File: config.mk
export PLATFORM = sky130hd
export DESIGN_NAME = bresenham_line_engine_flat
export DESIGN_NICKNAME = d
export VERILOG_FILES = /design/src/rtl/bresenham_line_engine_if.sv /design/src/rtl/bresenham_line_engine.sv /design/src/flat_wrapper.sv
export SDC_FILE = /design/constraint.sdc
export NUM_CORES = 1
export LEC_CHECK = 0
export BUFFER_PORTS_ARGS = -buffer_cell sky130_fd_sc_hd__buf_2
export CAP_MARGIN = 40
export CORE_MARGIN = 2
export CORE_UTILIZATION = 35
export CTS_CLUSTER_SIZE = 16
export DETAILED_ROUTE_END_ITERATION = 12
export GPL_TIMING_DRIVEN = 0
export PLACE_DENSITY = 0.62
export SLEW_MARGIN = 20
export SYNTH_ARGS = -nofsm -noshare
export SYNTH_HDL_FRONTEND = slang
export SYNTH_SLANG_ARGS = --single-unit
File: constraint.sdc
create_clock -name clk -period 6 [get_ports clk]
set_clock_uncertainty 0.1 [all_clocks]
set_input_delay 0.6 -clock clk [delete_from_list [all_inputs] [get_ports clk]]
set_output_delay 0.6 -clock clk [all_outputs]
set_load 0.05 [all_outputs]
File: src/rtl/bresenham_line_engine_if.sv
// Segment request / pixel stream bundle for the Bresenham line engine.
// master: the controller side that issues segments and consumes pixels.
// slave: the engine itself.
interface bresenham_line_engine_if #(
  parameter int unsigned COORD_W = 8
) ();

  logic               draw_en;
  logic [COORD_W-1:0] x0;
  logic [COORD_W-1:0] y0;
  logic [COORD_W-1:0] x1;
  logic [COORD_W-1:0] y1;
  logic               pixel_ready;
  logic [COORD_W-1:0] pixel_x;
  logic [COORD_W-1:0] pixel_y;
  logic               pixel_valid;
  logic               draw_done;
  logic               busy;

  modport master (
    output draw_en, x0, y0, x1, y1, pixel_ready,
    input  pixel_x, pixel_y, pixel_valid, draw_done, busy
  );

  modport slave (
    input  draw_en, x0, y0, x1, y1, pixel_ready,
    output pixel_x, pixel_y, pixel_valid, draw_done, busy
  );

endinterface

File: src/rtl/bresenham_line_engine.sv
// Integer Bresenham line rasterizer: one segment per draw_en, one pixel per
// accepted valid/ready transfer, single-cycle draw_done after the last pixel.
module bresenham_line_engine #(
  parameter int unsigned COORD_W = 8
) (
  input logic                      clk,
  input logic                      n_rst,  // active-high asynchronous reset
  bresenham_line_engine_if.slave   bus
);

  localparam int unsigned SW = COORD_W + 2;  // dx, dy, err
  localparam int unsigned EW = COORD_W + 3;  // e2 = 2*err

  typedef enum logic [1:0] {
    StIdle,
    StSetup,
    StPlot,
    StDone
  } state_e;

  state_e              state_q, state_d;
  logic [COORD_W-1:0]  cx_q, cx_d;
  logic [COORD_W-1:0]  cy_q, cy_d;
  logic [COORD_W-1:0]  x1_q, x1_d;
  logic [COORD_W-1:0]  y1_q, y1_d;
  logic signed [SW-1:0] dx_q, dx_d;
  logic signed [SW-1:0] dy_q, dy_d;
  logic signed [SW-1:0] err_q, err_d;
  logic                sx_neg_q, sx_neg_d;
  logic                sy_neg_q, sy_neg_d;

  logic [COORD_W-1:0]  adx, ady;
  logic signed [SW-1:0] dx_new, dy_new;
  logic signed [EW-1:0] e2;
  logic                step_x, step_y;
  logic signed [SW-1:0] add_x, add_y;
  logic                at_end;
  logic                xfer;

  localparam logic [COORD_W-1:0] One = COORD_W'(1);

  // State and datapath registers; reset clears everything and abandons a line.
  always_ff @(posedge clk or posedge n_rst) begin
    if (n_rst) begin
      state_q  <= StIdle;
      cx_q     <= '0;
      cy_q     <= '0;
      x1_q     <= '0;
      y1_q     <= '0;
      dx_q     <= '0;
      dy_q     <= '0;
      err_q    <= '0;
      sx_neg_q <= 1'b0;
      sy_neg_q <= 1'b0;
    end else begin
      state_q  <= state_d;
      cx_q     <= cx_d;
      cy_q     <= cy_d;
      x1_q     <= x1_d;
      y1_q     <= y1_d;
      dx_q     <= dx_d;
      dy_q     <= dy_d;
      err_q    <= err_d;
      sx_neg_q <= sx_neg_d;
      sy_neg_q <= sy_neg_d;
    end
  end

  // Next-state logic and Bresenham step arithmetic.
  always_comb begin
    state_d  = state_q;
    cx_d     = cx_q;
    cy_d     = cy_q;
    x1_d     = x1_q;
    y1_d     = y1_q;
    dx_d     = dx_q;
    dy_d     = dy_q;
    err_d    = err_q;
    sx_neg_d = sx_neg_q;
    sy_neg_d = sy_neg_q;

    // Setup-time deltas; cx/cy hold the start point at that time.
    adx    = (x1_q >= cx_q) ? (x1_q - cx_q) : (cx_q - x1_q);
    ady    = (y1_q >= cy_q) ? (y1_q - cy_q) : (cy_q - y1_q);
    dx_new = $signed(SW'(adx));
    dy_new = -$signed(SW'(ady));

    // Both step decisions use the same e2.
    e2     = $signed({err_q, 1'b0});
    step_x = (e2 >= EW'(dy_q));
    step_y = (e2 <= EW'(dx_q));
    add_x  = step_x ? dy_q : '0;
    add_y  = step_y ? dx_q : '0;

    at_end = (cx_q == x1_q) && (cy_q == y1_q);
    xfer   = (state_q == StPlot) && bus.pixel_ready;

    unique case (state_q)
      StIdle: begin
        if (bus.draw_en) begin
          // Start point goes straight into the current-pixel registers.
          cx_d    = bus.x0;
          cy_d    = bus.y0;
          x1_d    = bus.x1;
          y1_d    = bus.y1;
          state_d = StSetup;
        end
      end
      StSetup: begin
        dx_d     = dx_new;
        dy_d     = dy_new;
        err_d    = dx_new + dy_new;
        sx_neg_d = !(cx_q < x1_q);
        sy_neg_d = !(cy_q < y1_q);
        state_d  = StPlot;
      end
      StPlot: begin
        if (xfer) begin
          if (at_end) begin
            state_d = StDone;
          end else begin
            err_d = err_q + add_x + add_y;
            if (step_x) cx_d = sx_neg_q ? (cx_q - One) : (cx_q + One);
            if (step_y) cy_d = sy_neg_q ? (cy_q - One) : (cy_q + One);
          end
        end
      end
      StDone: begin
        state_d = StIdle;
      end
      default: begin
        state_d = StIdle;
      end
    endcase
  end

  // Outputs are taken directly from registers.
  assign bus.pixel_x     = cx_q;
  assign bus.pixel_y     = cy_q;
  assign bus.pixel_valid = (state_q == StPlot);
  assign bus.draw_done   = (state_q == StDone);
  assign bus.busy        = (state_q != StIdle);

endmodule

File: src/flat_wrapper.sv
// flat-port wrapper written by rule: the top's interface ports become plain ports
module bresenham_line_engine_flat 
#(
  parameter int unsigned COORD_W = 8
)
  (clk, n_rst, bus_draw_en, bus_x0, bus_y0, bus_x1, bus_y1, bus_pixel_ready, bus_pixel_x, bus_pixel_y, bus_pixel_valid, bus_draw_done, bus_busy);
  bresenham_line_engine_if #(.COORD_W(COORD_W)) bus_i ();
  input logic clk;
  input logic n_rst;
  input wire logic [$bits(bus_i.draw_en)-1:0] bus_draw_en;
  input wire logic [$bits(bus_i.x0)-1:0] bus_x0;
  input wire logic [$bits(bus_i.y0)-1:0] bus_y0;
  input wire logic [$bits(bus_i.x1)-1:0] bus_x1;
  input wire logic [$bits(bus_i.y1)-1:0] bus_y1;
  input wire logic [$bits(bus_i.pixel_ready)-1:0] bus_pixel_ready;
  output wire logic [$bits(bus_i.pixel_x)-1:0] bus_pixel_x;
  output wire logic [$bits(bus_i.pixel_y)-1:0] bus_pixel_y;
  output wire logic [$bits(bus_i.pixel_valid)-1:0] bus_pixel_valid;
  output wire logic [$bits(bus_i.draw_done)-1:0] bus_draw_done;
  output wire logic [$bits(bus_i.busy)-1:0] bus_busy;
  assign bus_i.draw_en = bus_draw_en;
  assign bus_i.x0 = bus_x0;
  assign bus_i.y0 = bus_y0;
  assign bus_i.x1 = bus_x1;
  assign bus_i.y1 = bus_y1;
  assign bus_i.pixel_ready = bus_pixel_ready;
  assign bus_pixel_x = bus_i.pixel_x;
  assign bus_pixel_y = bus_i.pixel_y;
  assign bus_pixel_valid = bus_i.pixel_valid;
  assign bus_draw_done = bus_i.draw_done;
  assign bus_busy = bus_i.busy;
  bresenham_line_engine #(.COORD_W(COORD_W)) u_core (.clk(clk), .n_rst(n_rst), .bus(bus_i));
endmodule
==> results.sh <==
export IMPL_area_growth_synth_to_final_pct=14.5
export IMPL_vias_per_cell=4.96
export IMPL_holdCritPathClass="in -> async"
export IMPL_post_route_cell_area_sq_um=6960
export IMPL_syn_area_sq_um=6080
export IMPL_period_share=0.925
export IMPL_io_buffers=54
export IMPL_syn_num_nets=830
export IMPL_antenna_found_initial=0
export IMPL_clockRootBuffer="clkbuf_16"
export IMPL_rows=48
export IMPL_grt_usage=0.176
export IMPL_regToRegStartpoint="u_core.err_q[0]"
export IMPL_fin_cells=990
export IMPL_status="completed"
export IMPL_setup_violations=0
export IMPL_rsz0062_at_grt="false"
export IMPL_synth_seq_cells=64
export IMPL_die_y_um=136
export IMPL_synthCells=694
export IMPL_endpoint_kind="flip-flop"
export IMPL_r2r_end="u_core.err_q[9]"
export IMPL_relSlewSlack=0.441
export IMPL_min_period_ns=5.55
export IMPL_avgSynthCellArea_sq_um=8.76
export IMPL_die_w_um=136
export IMPL_start_util=0.355
export IMPL_nNetsFinal=897
export IMPL_cts_setup_buffers=0
export IMPL_dp_cells=975
export IMPL_worstPathRequired_ns=6.11
export IMPL_grt_pass1_wl_um=25500
export IMPL_reg2regPathDepth=22
export IMPL_startpoint="u_core.err_q[0]"
export IMPL_yosysTopAreaCellShare=0.263
export IMPL_dpl_cell_area_sq_um=6670
export IMPL_gr_total_overflow=0
export IMPL_cts_buffer_depth=2
export IMPL_drive_gt1_frac=0.145
export IMPL_yosys_warnings=0
export IMPL_cts_sinks=64
export IMPL_r2r_setup_slack_ns=0.45
export IMPL_ctsResizeCount=0
export IMPL_finalHoldViolations=0
export IMPL_final_max_slew_viol_count=0
export IMPL_numCtsBuffers=9
export IMPL_criticalPathCategory="reg -> reg"
export IMPL_tns_ns=0
export IMPL_diodes=0
export IMPL_ant_nets=0
export IMPL_insertion_delay_ns=0.33
export IMPL_hpwlAfterDp_um=11700
export IMPL_grt_max_degree=50
export IMPL_yosys_area_top_type="dfrtp_1"
export IMPL_htreeDepth=3
export IMPL_yosys_top_cells_area="dfrtp_1 26%, ha_1 17%, inv_1 5.9%"
export IMPL_dieArea_sq_um=18400
export IMPL_ctsHoldBuffers=0
export IMPL_drc=0
export IMPL_grt_pass1_vias=4982
export IMPL_drtPass1Iterations=5
export IMPL_core_area_sq_um=17100
export IMPL_cts_tree="done"
export IMPL_ys_flop_type="dfrtp_1"
export IMPL_synth_edff_count=0
export IMPL_vias=4914
export IMPL_synth_cell_types=63
export IMPL_fill_cells=1754
export IMPL_max_freq_mhz=180
export IMPL_crit_path_end="u_core.err_q[9]"
export IMPL_drtIter0Drc=240
export IMPL_crit_path_start_kind="flip-flop"
export IMPL_place_congestion=0.887
export IMPL_drv_max_cap_violation_count=0
export IMPL_clk_pin_slew_ns=0.06
export IMPL_cp_arrival_ns=5.66
export IMPL_path_max_fanout=10
export IMPL_num_io_pins=55
export IMPL_tightestPinTransition_ns=0.839
export IMPL_async_reset_ff_frac=1.00
export IMPL_fin_util=0.406
export IMPL_avgRoutedWirePerCell_um=15.1
export IMPL_wirelength_um=15000
export IMPL_ys_seq_area_frac=0.263
[how the worst min path moves through the flow]
| stage | end | slack [ns] | cells past startpoint |
|---|---|---|---|
| final | u_core.x1_q[3] | 0.1 | 2 |
| after global routing | u_core.x1_q[4] | 0.12 | 2 |
| after CTS | u_core.x1_q[3] | 0.10 | 2 |
| after detailed placement | u_core.x1_q[2] | 0.43 | 1 |
| after global placement | u_core.x1_q[0] | 0.42 | 1 |
| after floorplan | u_core.dx_q[0] | 0.40 | 1 |
[registers in the layout, indices dropped and copies added, names as in the netlist, 2 cells and up]
signal,flops
u_core.dx_q,8
u_core.bus.pixel_y,8
u_core.dy_q,10
u_core.err_q,10
u_core.x1_q,8
u_core.y1_q,8
u_core.bus.pixel_x,8
u_core.state_q,2
[through the flow]
step | setup WS, ns | hold slack (ns)
3_3_place_gp | 0.554 | 0.420
2_1_floorplan | 1.44 | 0.395
6_report | 0.452 | 0.0993
5_1_grt | 0.0233 | 0.116
4_1_cts | 0.473 | 0.103
3_5_place_dp | 0.501 | 0.429
[cell usage after synthesis, types with 11 or more instances]
cell type,number
fa_1,16
dfrtp_1,64
nor2_1,34
clkbuf_1,14
ha_1,84
nor2b_1,13
xnor2_1,26
mux2_2,23
a21oi_1,65
mux2i_1,17
xor2_1,11
o21ai_0,50
nand2_1,59
inv_1,95
a21o_1,20
[routing by layer]
layer / share of wire / track usage / vias up
met5: 0 / 0 / -
met4: 0.0095 / 0.0394 / 0
met3: 0.029 / 0.0191 / 8
met2: 0.49 / 0.300 / 84
met1: 0.48 / 0.241 / 2336
li1: - / - / 2486
[critical path: stages (launching register included)]
cell,delay [ns]
dfrtp_1,0.44
ha_1,0.30
nor2b_1,0.13
o21a_1,0.11
o21ai_0,0.08
a211o_1,0.28
a221oi_1,0.54
clkbuf_1,0.47
nand2_1,0.14
fa_1,0.45
inv_1,0.08
ha_1,0.20
inv_1,0.07
fa_1,0.37
nor2b_1,0.16
o21ai_0,0.13
a21oi_1,0.18
o21ai_0,0.13
a21oi_1,0.20
xor2_1,0.27
xor2_1,0.28
mux2i_1,0.25
a211oi_2,0.06
[layout make-up]
type | count | area, sq um | share of cell area
Buffer | 19 | 87.6 | 0.0126
Clock buffer | 12 | 246 | 0.0354
Clock inverter | 3 | 42.5 | 0.00612
Inverter | 96 | 363 | 0.0522
Multi-Input combinational cell | 515 | 4030 | 0.579
Sequential cell | 64 | 1600 | 0.230
Tap cell | 225 | 282 | 0.0405
Timing Repair Buffer | 56 | 305 | 0.0439
[placed cells by master (no fill, tap or decap), drive strengths merged, types with 3 or more instances in the layout]
cell type / n
inv: 95
ha: 84
a21oi: 65
dfrtp: 64
buf: 61
nand2: 59
o21ai: 54
nor2: 34
xnor2: 27
clkbuf: 26
mux2: 23
a21o: 20
mux2i: 19
fa: 16
nor2b: 13
xor2: 12
nand2b: 10
nor3: 8
o21a: 7
a211oi: 7
a31oi: 6
nand3: 5
and2: 5
o21bai: 4
nand4: 3
o22ai: 3
o211ai: 3
or2: 3
nor3b: 3
[cells by family (layout without fill, tap and decap cells)]
family | Yosys count | in the layout | synth area share
and+or+nand+nor | 152 | 152 | 0.123
xor gates and xnor gates | 39 | 39 | 0.0587
DFF | 64 | 64 | 0.263
buffers and inverters | 115 | 186 | 0.0737
adders and majority gates | 100 | 100 | 0.226
AOI/OAI and AO/OA | 182 | 182 | 0.180
muxes | 42 | 42 | 0.0751
Power is not shown: default switching activity piles up to over one toggle a cycle in this logic, so the estimate is an artifact.
